$ cat src/rtl/lut_arbiter.sv
// Two-port round-robin arbiter sharing the single combinational read port of mem_LUT.
// The address and the data are registered, so the table sits between two flops. Reads of unpopulated entries are flagged.
module lut_arbiter #(
    parameter int unsigned ADDR_W      = 5,
    parameter int unsigned DATA_W      = 8,
    parameter int unsigned VALID_DEPTH = 20
) (
    input  logic              clk,
    input  logic              reset_n,
    input  logic              req0,
    input  logic              req1,
    input  logic [ADDR_W-1:0] addr0,
    input  logic [ADDR_W-1:0] addr1,
    output logic              gnt0,
    output logic              gnt1,
    output logic              rvalid0,
    output logic              rvalid1,
    output logic [DATA_W-1:0] rdata0,
    output logic [DATA_W-1:0] rdata1,
    output logic              err0,
    output logic              err1,
    output logic [ADDR_W-1:0] lut_addr,
    input  logic [DATA_W-1:0] lut_data
);

    // One extra bit so a depth equal to 2**ADDR_W can still be represented.
    localparam logic [ADDR_W:0] DEPTH = (ADDR_W+1)'(VALID_DEPTH);

    logic              r_last;
    logic              r_a_vld;
    logic              r_a_own;
    logic              r_a_err;
    logic [ADDR_W-1:0] r_lut_addr;
    logic              r_rvalid0;
    logic              r_rvalid1;
    logic [DATA_W-1:0] r_rdata0;
    logic [DATA_W-1:0] r_rdata1;
    logic              r_err0;
    logic              r_err1;

    logic              w_gnt0;
    logic              w_gnt1;
    logic [ADDR_W-1:0] w_gnt_addr;
    logic              w_gnt_err;

    // Round-robin pick. A tie goes to the requester that was not granted last.
    always_comb begin
        w_gnt0     = 1'b0;
        w_gnt1     = 1'b0;
        w_gnt_addr = addr0;
        w_gnt_err  = 1'b0;
        if (reset_n) begin
            w_gnt0 = req0 && (!req1 || r_last);
            w_gnt1 = req1 && (!req0 || !r_last);
        end
        if (w_gnt1) begin
            w_gnt_addr = addr1;
        end
        w_gnt_err = ({1'b0, w_gnt_addr} >= DEPTH);
    end

    // Stage A: the arbitration pointer and the registered table address.
    always_ff @(posedge clk or negedge reset_n) begin
        if (!reset_n) begin
            r_last     <= 1'b1;
            r_a_vld    <= 1'b0;
            r_a_own    <= 1'b0;
            r_a_err    <= 1'b0;
            r_lut_addr <= '0;
        end else begin
            r_a_vld <= w_gnt0 || w_gnt1;
            if (w_gnt0 || w_gnt1) begin
                r_last     <= w_gnt1;
                r_a_own    <= w_gnt1;
                r_a_err    <= w_gnt_err;
                r_lut_addr <= w_gnt_addr;
            end
        end
    end

    // Stage B: capture the table data into the port that owns the lookup.
    // The other port keeps its previous data.
    always_ff @(posedge clk or negedge reset_n) begin
        if (!reset_n) begin
            r_rvalid0 <= 1'b0;
            r_rvalid1 <= 1'b0;
            r_rdata0  <= '0;
            r_rdata1  <= '0;
            r_err0    <= 1'b0;
            r_err1    <= 1'b0;
        end else begin
            r_rvalid0 <= r_a_vld && !r_a_own;
            r_rvalid1 <= r_a_vld && r_a_own;
            if (r_a_vld && !r_a_own) begin
                r_rdata0 <= r_a_err ? '0 : lut_data;
                r_err0   <= r_a_err;
            end
            if (r_a_vld && r_a_own) begin
                r_rdata1 <= r_a_err ? '0 : lut_data;
                r_err1   <= r_a_err;
            end
        end
    end

    assign gnt0     = w_gnt0;
    assign gnt1     = w_gnt1;
    assign lut_addr = r_lut_addr;
    assign rvalid0  = r_rvalid0;
    assign rvalid1  = r_rvalid1;
    assign rdata0   = r_rdata0;
    assign rdata1   = r_rdata1;
    assign err0     = r_err0;
    assign err1     = r_err1;

endmodule

$ cat config.mk
export PLATFORM = sky130hd
export DESIGN_NAME = lut_arbiter
export DESIGN_NICKNAME = d
export VERILOG_FILES = /design/src/rtl/lut_arbiter.sv
export SDC_FILE = /design/constraint.sdc
export NUM_CORES = 1
export LEC_CHECK = 0
export ABC_AREA = 1
export CORE_MARGIN = 2
export CORE_UTILIZATION = 38
export CTS_CLUSTER_DIAMETER = 60
export CTS_CLUSTER_SIZE = 10
export DETAILED_ROUTE_END_ITERATION = 8
export PLACE_DENSITY = 0.75
export SETUP_SLACK_MARGIN = 0.15
export SLEW_MARGIN = 20
export SYNTH_ARGS = -nofsm -noshare
export SYNTH_HDL_FRONTEND = slang
export SYNTH_SLANG_ARGS = --single-unit
export TNS_END_PERCENT = 5
$ cat constraint.sdc
create_clock -name clk -period 1.12 [get_ports clk]
set_input_delay 0.224 -clock clk [delete_from_list [all_inputs] [get_ports clk]]
set_output_delay 0.224 -clock clk [all_outputs]
set_load 0.005 [all_outputs]
### After elaboration in Yosys (flattened, before gate mapping)

Cells that the tools add are included.

* logic and storage cells: 27
* output and inout bits: 27
* register bits: 29
* bits of input ports: 22

* multiplexer cells: 4
* reductions and logical operators: 11
* $lt $le $gt $ge: 1

Operator list (count)
* $mux 8: 1
* $ge 5x5->1 const B: 1
* $mux 5: 1
* $logic_and 1x1->1: 4
* $logic_not 1->1: 4
* $logic_or 1x1->1: 3
* $mux 1: 2

### Logic depth before layout (Yosys ltp)

* word-level depth: 6
* gate-level depth with buffers: 8
* mapped depth without buffers: 8

### Worst setup path after synthesis

No wires, ideal clock.

* path kind: register to register
* from: register r_last
* to: register r_a_err
* slack: 32 ps
* clock period less this slack: 1088 ps
* arrival: 972 ps
* cell stages (with the launch flop): 8
* buffers on the path: 0
* library setup time: 116 ps
* data required time: 1004 ps
* path through: dfstp_2 > nand2_1 > nand2_4 > nand2_1 > nand2_1 > nand2_1 > nand2_1 > nand2_1

* word-level cells in the longest chain between the ends: 6
* elaborated cells between the ends (all ways): 10
* classes of those cells: order compare (1); mux (3); reduce/logical (6)

Ends and longest elaborated chain
* start: declaration: RTL line 29 `logic r_last;`
* start signal: assignment: RTL line 73 `r_last <= w_gnt1;`
* $logic_not 1->1: RTL line 54 `w_gnt1 = req1 && (!req0 || !r_last);`
* $logic_or 1x1->1: RTL line 54
* $logic_and 1x1->1: RTL line 54
* $mux 1: RTL line 52 `if (reset_n) begin`
* $mux 5: RTL line 56 `if (w_gnt1) begin`
* $ge 5x5->1: RTL line 59 `w_gnt_err = ({1'b0, w_gnt_addr} >= DEPTH);`
* end signal: assignment: RTL line 75 `r_a_err <= w_gnt_err;`
* end: declaration: RTL line 32 `logic r_a_err;`

Parallel ways exist; a longest one is shown, timed or not.
A chain may end at the register's enable or synchronous reset.

### Worst setup path in the final report

* from: register r_last
* to: output port gnt0

* word-level cells in the longest chain between the ends: 3

Ends and longest elaborated chain
* $logic_or 1x1->1: RTL line 53 `w_gnt0 = req0 && (!req1 || r_last);`
* $logic_and 1x1->1: RTL line 53
* $mux 1: RTL line 52
* end: declaration: RTL line 14 `output logic gnt0,`

No other way between the ends.

==> results <==
-- cell usage in the layout (no fill, tap or decap), drive strengths merged, types with 2 or more instances in the layout --
cell type / Yosys / layout
nand2: 72 / 72
buf: 2 / 29
dfrtp: 28 / 28
inv: 21 / 22
clkdlybuf4s50: 0 / 20
clkbuf: 1 / 18
nor2: 11 / 11
o21ai: 8 / 8
clkinv: 2 / 2
nand3: 2 / 2
a31oi: 2 / 2
-- area by class of cell --
| type | instances | area [sq um] | area share |
|---|---|---|---|
| tap | 44 | 55.1 | 0.0302 |
| clock inverter | 1 | 5.00 | 0.00275 |
| timing repair buffer | 61 | 465 | 0.256 |
| inverter | 23 | 90.1 | 0.0495 |
| sequential | 29 | 727 | 0.399 |
| multi-input combinational | 97 | 413 | 0.227 |
| clock buffer | 7 | 65.1 | 0.0357 |
-- stage by stage --
stage                     utilization  power [uW]  setup slack, ns
final                           0.596        2780           -0.317
after global routing            0.596        2990           -0.366
after CTS                       0.630        2910           -0.342
after detailed placement        0.607        2280           -0.633
after global placement          0.607        2250           -0.620
after floorplan                     -        1670           0.0995
-- power by group --
group	total [uW]	internal (uW)	switching [uW]
logic	701	357	343
registers	1380	1260	121
clock network	701	363	337
-- registers in the layout, summed over array words and instances (netlist names) --
| signal | count |
|---|---|
| lut_addr | 5 |
| rvalid1 | 1 |
| err1 | 1 |
| rvalid0 | 1 |
| r_a_vld | 1 |
| r_a_own | 1 |
| rdata0 | 8 |
| rdata1 | 8 |
| r_last | 1 |
| r_a_err | 1 |
| err0 | 1 |
-- synthesized netlist by cell type (all sizes together) --
library cell / instances
nor2: 11
buf: 2
clkbuf: 1
a31oi: 2
dfrtp: 28
o21ai: 8
nand3b: 1
nand3: 2
nand2: 72
clkinv: 2
inv: 21
dfstp: 1
a211oi: 1
-- final timing paths --
check / to / slack (ns) / from / cells after the start
min in group clk: lut_addr[0]$_DFFE_PN0P_ / 0.47 / addr0[0] / 3
min: lut_addr[0]$_DFFE_PN0P_ / 0.05 / reset_n / 2
max: gnt0 / -0.32 / r_last$_DFFE_PN1P_ / 3
max reg2reg: r_a_err$_DFFE_PN0P_ / -0.19 / r_last$_DFFE_PN1P_ / 10
max in group asynchronous: r_last$_DFFE_PN1P_ / 0.82 / reset_n / 2
min reg2reg: rdata0[1]$_DFFE_PN0P_ / 0.48 / rdata0[1]$_DFFE_PN0P_ / 2
-- logic make-up after synthesis --
| family | count (synthesis) |
|---|---|
| DFF | 29 |
| and+or+nand+nor | 86 |
| AOI/OAI and AO/OA | 11 |
| buffers and inverters | 26 |
-- per-layer routing --
| layer | global-route usage | routed length, um | up-vias |
|---|---|---|---|
| met5 | 0 | 0 | - |
| met4 | 0.0932 | 50 | 0 |
| met3 | 0.0320 | 109 | 4 |
| met2 | 0.290 | 1400 | 29 |
| met1 | 0.221 | 1300 | 503 |
| li1 | - | - | 585 |
-- critical path, delay by kind of cell, from the launching register on --
| family | cells | cell delay (ns) |
|---|---|---|
| DFF | 1 | 0.54 |
| buffers and inverters | 2 | 0.20 |
| AOI/OAI and AO/OA | 1 | 0.16 |
-- what timing repair did --
item | CTS | global route
resized for setup | 73 | 39
cloned | 0 | 0
pin swaps | 3 | 1
setup buffers | 0 | 1
endpoints found under the setup margin | 47 | 50
==> results.ini <==
[min_path]
worst_hold_path_type = in2async

[timing]
fin_setup_tns_ns = -1.29
setup_violations = 8
hold_ws_ns = 0.0462
maxClockFrequency_ghz = 0.696
slew_viol_final = 0
period_minus_slack_ns = 1.44
post_route_worst_setup_slack_ns = -0.317
worstMarginPinSlew_ns = 0.314
setup_repair_after_global_routing_missed_its_margin = yes
hold_viol_final = 0
timing.slew.headroom = 0.790
fin_skew_ns = 0.00501
post-route-period-util = 1.28

[setup_path]
crit_path_start_kind = flip-flop
critical_path.max_stage_delay_ns = 0.54
critical_path.cell_chain = inv_1 > a211oi_2 > buf_2
critPathKind = reg2out
critPathCaptureType = primary output
crit_required_ns = 0.90
cpMaxStageDelayCell = dfstp_2
cp.arrival_ns = 1.21
critPathMaxFanout = 2

[finish]
finalNetCount = 239
diodes = 0
finalNonFillerCells = 262
stdcell_area_sq_mm = 0.00182
fillers = 302
syn2layout_area_growth_pct = 48.3
proportion_of_layout_cells_with_a_drive_suffix_above_1 = 0.266

[place]
place.gp.congestion = 0.823
placedInstanceArea_sq_mm = 0.00185
buffer_ports.inserted = 48
dp_hpwl_mm = 2.19
placed_cells_incl_taps = 253

[synth]
synthAdderAreaFrac = 0
postSynthCellCount = 152
combinational_family_with_the_most_area_after_synthesis = simple AND/OR/NAND/NOR gates
yosys.area_share.simple = 0.274
post_synth_xor_area_fraction = 0
synth.mux.area_fraction = 0
yosysTopAreaCell = dfrtp_1
synth.top_cells.by_area = dfrtp_1 (57%), nand2_1 (22%), inv_1 (5.8%)
yosysWarnings = 0
post_synth_num_cell_types = 16
post_synth.cell_area_avg_sq_um = 8.08
synth.yosys.seq_area_share = 0.592
syn_nets = 174
yosys_register_bits = 29
synthDominantCellAreaShare = 0.571
synth-compound-area-share = 0.0520
mappedNetlistArea_sq_mm = 0.00123

[route]
viasPerCell = 4.28
avgRoutedWirePerCell_um = 10.9
drt-pass1-iter-count = 4
drt_iter0_markers = 45
detailroute.via_count = 1121
remaining_drc_errors = 0
wirelength_mm = 2.86
antenna_violating_nets_post_route = 0

[run]
drv_cap = 0

[global_routing]
globalRoute.totalOverflow = 0
grt_first_pass_wirelength_mm = 4.73
grt_start_max_net_pins = 29
number_of_antenna_violations_at_the_first_check_in_global_routing = 0
vias_in_the_first_global_route = 1105
grt_usage = 0.176

[floorplanning]
num_rows = 20
die_h_um = 60.8
core_sq_mm = 0.00305
initial_utilization = 0.402
boundaryPins = 49
die_w_um = 60.8
fp.dieArea_sq_mm = 0.00370

[cts]
clock_insertion_delay_worst_skew_ns = 0.32
tritoncts.num_buffers = 5
post_cts_hold_buffer_count = 0
cts.htree.levels = 2
maximum_buffer_depth_of_the_clock_tree = 2
clkSlewWorstSetupHoldPaths_ns = 0.08
root_buf_cell = clkbuf_4
cts_sinks = 29
cts_tree = built

[outcome]
run_status = complete, but fails checks
violations_in_the_final_reports = setup timing

[power]
vdd_ir_drop_max_uv = 766
p_per_area_mw_per_mm2 = 1530
total_leakage_power_uw = 0.00105

No activity file was read; power rests on OpenSTA's default activity.
==> patch 1 (config.mk and constraints unchanged) <==
The parameter `DATA_W` goes from 8 to 9.
--- a/src/rtl/lut_arbiter.sv
+++ b/src/rtl/lut_arbiter.sv
@@ -2,7 +2,7 @@
 // The address and the data are registered, so the table sits between two flops. Reads of unpopulated entries are flagged.
 module lut_arbiter #(
     parameter int unsigned ADDR_W      = 5,
-    parameter int unsigned DATA_W      = 8,
+    parameter int unsigned DATA_W      = 9,
     parameter int unsigned VALID_DEPTH = 20
 ) (
     input  logic              clk,
Interface: changed (resized lut_data, rdata0 and rdata1); port bits go from 49 to 52. The function was not compared with the original's and may differ.
==> patch 1 against the unedited design <==
The flow finishes with violations (negative hold slack, negative setup slack); clock power shrank 13%; core utilization shrank 1.7 points; synthesized area grew 6.6%; cell area grew 5.3%; worst hold slack lost 0.13 ns; sequential cell count grew 2; worst setup slack lost 0.015 ns; synthesized cell count grew 6.6%; non-clock buffer count grew 3; first-iteration DRC count grew 6.7%; power grew 2.5%; wire length grew 5.8%; clock skew grew 0.0019 ns; sequential power grew 7%; highest routed layer unchanged.
==> patch 1: results (changes against the unedited design) <==
[worst_hold_path]
min_path_type = primary input to async pin

[run_status]
status = finished, violations left
failed_checks = negative hold slack, negative setup slack

[worst_setup_path]
path_delay_family = flip-flops
crit_path_top_delay_cell = dfstp_2
arrival_ns = 1.23  ; +0.02 ns
path_max_fanout = 2  ; unchanged
slowest_delay_ns = 0.55

[clock_network]
cts_root_buffer = clkbuf_4
clkTransAtPathRegs_ns = 0.09
clkLatencyLatePin_ns = 0.34  ; +0.02 ns
cts_max_path_buffers = 2  ; unchanged
post_cts_buffers = 0  ; unchanged

[place]
place_ws_ns = -0.6058  ; +0.02752 ns
dp.cells = 269  ; +6.3%
globalplace.congestion = 0.7767  ; -5.6%
port-buffer-count = 51  ; +6.3%
hpwl_mm = 2.285  ; +4.5%

[logic_synthesis]
yosys.area_share.xor_xnor = 0  ; unchanged
synth_compound_area_frac = 0.04876  ; -0.003231
synth_area_leaders = dfrtp_1, nand2_1, inv_1
ys_warn_count = 0  ; unchanged
syn_nets = 185  ; +6.3%
yosysSeqAreaShare = 0.5937  ; +0.001437
syn_area_per_cell_sq_um = 8.079  ; about the same
ys_types = 15  ; -1
async_flop_share = 1.000  ; unchanged
synth_commonest_cells = nand2_1, dfrtp_1, inv_1, nor2_1, o21ai_0
synthAdderAreaFrac = 0  ; unchanged
muxShareOfSynthArea = 0  ; unchanged

[cells_and_area]
drive_above_1_share = 0.2684  ; +0.002343
fin_nets = 253  ; +5.9%
diodes = 0  ; unchanged
n_fill_cell = 318  ; +5.3%
instances_no_fill = 277  ; +5.7%

[drt]
wl_per_cell_um = 10.91  ; about the same
initialDrtViolationCount = 48  ; +6.7%
drcViolationCount = 0  ; unchanged
dr.pass1.iters = 4  ; unchanged
avgViaCountPerCell = 4.260  ; -0.44%

[timing]
worst_hold_slack_ns = -0.08284  ; -0.1290 ns
slew_headroom = 0.7817  ; -0.008751
setup_viol = 8  ; unchanged
hold_violations = 30  ; +30
finClkSkew_ns = 0.006948  ; +0.001934 ns
fin_ws_ns = -0.3319  ; -0.01489 ns
tns_ns = -1.171  ; +0.1217 ns

[global_routing]
grt_pass1_vias = 1151  ; +4.2%
grt-ovfl-total = 0  ; unchanged
grt_usage = 0.1744  ; -0.002041
grt_max_degree = 33  ; +14%
antenna_found_initial = 0  ; unchanged
grt_pass1_wl_mm = 5.237  ; +11%

[power]
vdd_drop_max_mv = 0.7213  ; -5.8%
leakagePower_uw = 0.001107  ; +5.8%

patch 1: changes by cell type in the layout (fill, tap and decap cells not counted), sizes merged, moves of 2 or more:
cell | before | now
dfrtp | 28 | 30
buf | 29 | 24
clkbuf | 18 | 25
nand2 | 72 | 78
patch 1: power breakdown:
| group | leakage [uW] | internal [uW] | switching [uW] |
|---|---|---|---|
| Combinational | 0.000691 | 385 | 369 |
| Clock | 0.0000293 | 244 | 367 |
| Sequential | 0.000387 | 1350 | 136 |
patch 1: worst reg2reg max path, delay by kind of cell (launching register included):
kind,cells,cell delay [ns]
flops,1,0.55
simple gates,7,0.40
buf+inv,2,0.25
patch 1: cell families after synthesis:
group                  Yosys count
AO/OA/AOI/OAI                   11
buffers and inverters           27
flip-flops                      31
AND/OR/NAND/NOR                 93
patch 1: worst paths after layout:
check | from | end | slack [ns] | cells after the start
min | reset_n | rdata1[7]$_DFFE_PN0P_ | -0.08 | 2
min reg2reg | lut_addr[3]$_DFFE_PN0P_ | lut_addr[3]$_DFFE_PN0P_ | 0.49 | 2
max | r_last$_DFFE_PN1P_ | gnt0 | -0.33 | 3
min in group clk | reset_n | r_a_vld$_DFF_PN0_ | 0.44 | 4
max reg2reg | r_last$_DFFE_PN1P_ | r_a_err$_DFFE_PN0P_ | -0.16 | 9
max in group asynchronous | reset_n | r_last$_DFFE_PN1P_ | 0.97 | 2
patch 1: area by class of cell:
type,instances,area (sq um),share of cell area
multi-input combinational,104,449.2,0.2343
timing repair buffer,64,489.2,0.2552
tap,46,57.56,0.03003
inverter,24,93.84,0.04896
clock buffer,7,45.04,0.02350
sequential,31,777.0,0.4054
clock inverter,1,5.005,0.002611
patch 1: routing by layer:
layer,GRT usage,share of wire
met4,0.08333,0.015
met3,0.06126,0.039
met1,0.2141,0.48
met2,0.2742,0.47
met5,0,0
patch 1: what timing repair did:
item | 4_1_cts | 5_1_grt
resized for setup | 80 | 36
endpoints found under the hold margin | 0 | 30
setup endpoints to repair | 56 | 53
patch 1: per-stage QoR:
stage                     cell area (sq um)  hold WS, ns
after floorplan                        1321     -0.07159
after global placement                 1972       0.4673
after detailed placement               1972       0.4667
after CTS                              2006       0.2961
after global routing                   1917     -0.06162
final                                  1917     -0.08284
==> patch 2 (same flow settings) <==
Made on the original files. Put one more register stage on the output `err0`, cleared by the reset. The value now appears one clock later. The other outputs are not delayed to match.
--- a/src/rtl/lut_arbiter.sv
+++ b/src/rtl/lut_arbiter.sv
@@ -109,7 +109,13 @@
     assign rvalid1  = r_rvalid1;
     assign rdata0   = r_rdata0;
     assign rdata1   = r_rdata1;
-    assign err0     = r_err0;
+    always_ff @(posedge clk or negedge reset_n) begin
+        if (!reset_n) begin
+            err0 <= '0;
+        end else begin
+            err0 <= r_err0;
+        end
+    end
     assign err1     = r_err1;
 
 endmodule
Behaviour: not the same (a bounded check fails within 4 cycles, from zero or initial values and one cycle with reset_n low).
==> patch 2 against the unedited design <==
The run still ends with negative setup slack left; non-clock buffer count up 2; synthesized area up 2.5%; clock power down 19%; wire length up 2.2%; worst setup slack worse by 0.013 ns; power down 2.4%; sequential cell count up 1; cell area up 2.5%.
==> patch 2: results (changes against the unedited design) <==
[clock_network]
cts_buffers = 5  ; unchanged
ctsResizeCount = 77  ; +5.5%

[worst_setup_path]
rr_endpoint = r_a_err$_DFFE_PN0P_
ff2ff_path_depth = 9  ; -1
arrival_ns = 1.23  ; +0.02 ns
reg2reg_slack_ns = -0.12  ; +0.07 ns

[logic_synthesis]
synth_compound_area_frac = 0.05666  ; +0.004672
synth_commonest_cells = nand2_1, dfrtp_1, inv_1, nor2_1, o21ai_0
synth_area_leaders = dfrtp_1, nand2_1, inv_1
syn_area_per_cell_sq_um = 8.281  ; +2.5%
ys_types = 19  ; +3
ys_warn_count = 0  ; unchanged

[timing]
tightest_slew_ns = 0.2831  ; -0.03124 ns
fin_ws_ns = -0.3299  ; -0.01295 ns
finClkSkew_ns = 0.007845  ; +0.002832 ns
worst_hold_slack_ns = 0.04654  ; +0.0003878 ns
setup_viol = 10  ; +2
tns_ns = -1.115  ; +0.1783 ns

[run_status]
failed_checks = negative setup slack
status = finished, violations left

[global_routing]
grt_max_degree = 32  ; +10%
grt_pass1_vias = 1121  ; +1.4%
grt_pass1_wl_mm = 4.671  ; -1.3%
grt_usage = 0.1738  ; -0.002574

[drt]
initialDrtViolationCount = 30  ; -33%
avgViaCountPerCell = 4.323  ; +1.0%
dr_wl_met2_mm = 1.483  ; +5.8%
wl_per_cell_um = 11.10  ; +1.8%
drt-met1-wl_mm = 1.242  ; -4.1%
met3_length_um = 133  ; +22%

[place]
place_ws_ns = -0.6210  ; +0.01237 ns
port-buffer-count = 48  ; unchanged
hpwl_mm = 2.224  ; +1.7%
globalplace.congestion = 0.8404  ; +2.1%

[cells_and_area]
fin_nets = 241  ; +0.84%
n_fill_cell = 308  ; +2.0%
drive_above_1_share = 0.2968  ; +0.03075
instances_no_fill = 263  ; +0.38%

[power]
vdd_drop_max_mv = 0.8197  ; +7.1%
seqPwrFrac = 0.526  ; +0.030
p_total_uw = 2712  ; -2.4%
swShare = 0.2958  ; +0.007248
leakagePower_uw = 0.001054  ; +0.72%

[patch 2: cell count changes after synthesis, sizes merged]
| cell | unedited run | this run |
|---|---|---|
| inv | 21 | 19 |
| clkinv | 2 | 3 |
| dfrtp | 28 | 29 |
| nand3 | 2 | 1 |
| nor2 | 11 | 12 |
[patch 2: worst reg2reg max path: cells and delay by family, from the launching register on]
kind,cells,cell delay [ns]
and+or+nand+nor,7,0.36
buffers and inverters,2,0.22
DFF,1,0.54
[patch 2: final cells by class]
class | count | area [sq um] | share of cell area
clock buffer | 7 | 45.04 | 0.02413
inverter | 22 | 86.33 | 0.04625
multi-input combinational | 97 | 437.9 | 0.2346
sequential | 30 | 752.0 | 0.4028
tap | 44 | 55.05 | 0.02949
timing repair buffer | 63 | 490.5 | 0.2627
[patch 2: per-layer routing]
layer | track usage | up-vias
met5 | 0 | -
met4 | 0.07295 | 0
met3 | 0.05252 | 5
met2 | 0.2917 | 29
met1 | 0.2070 | 513
li1 | - | 590
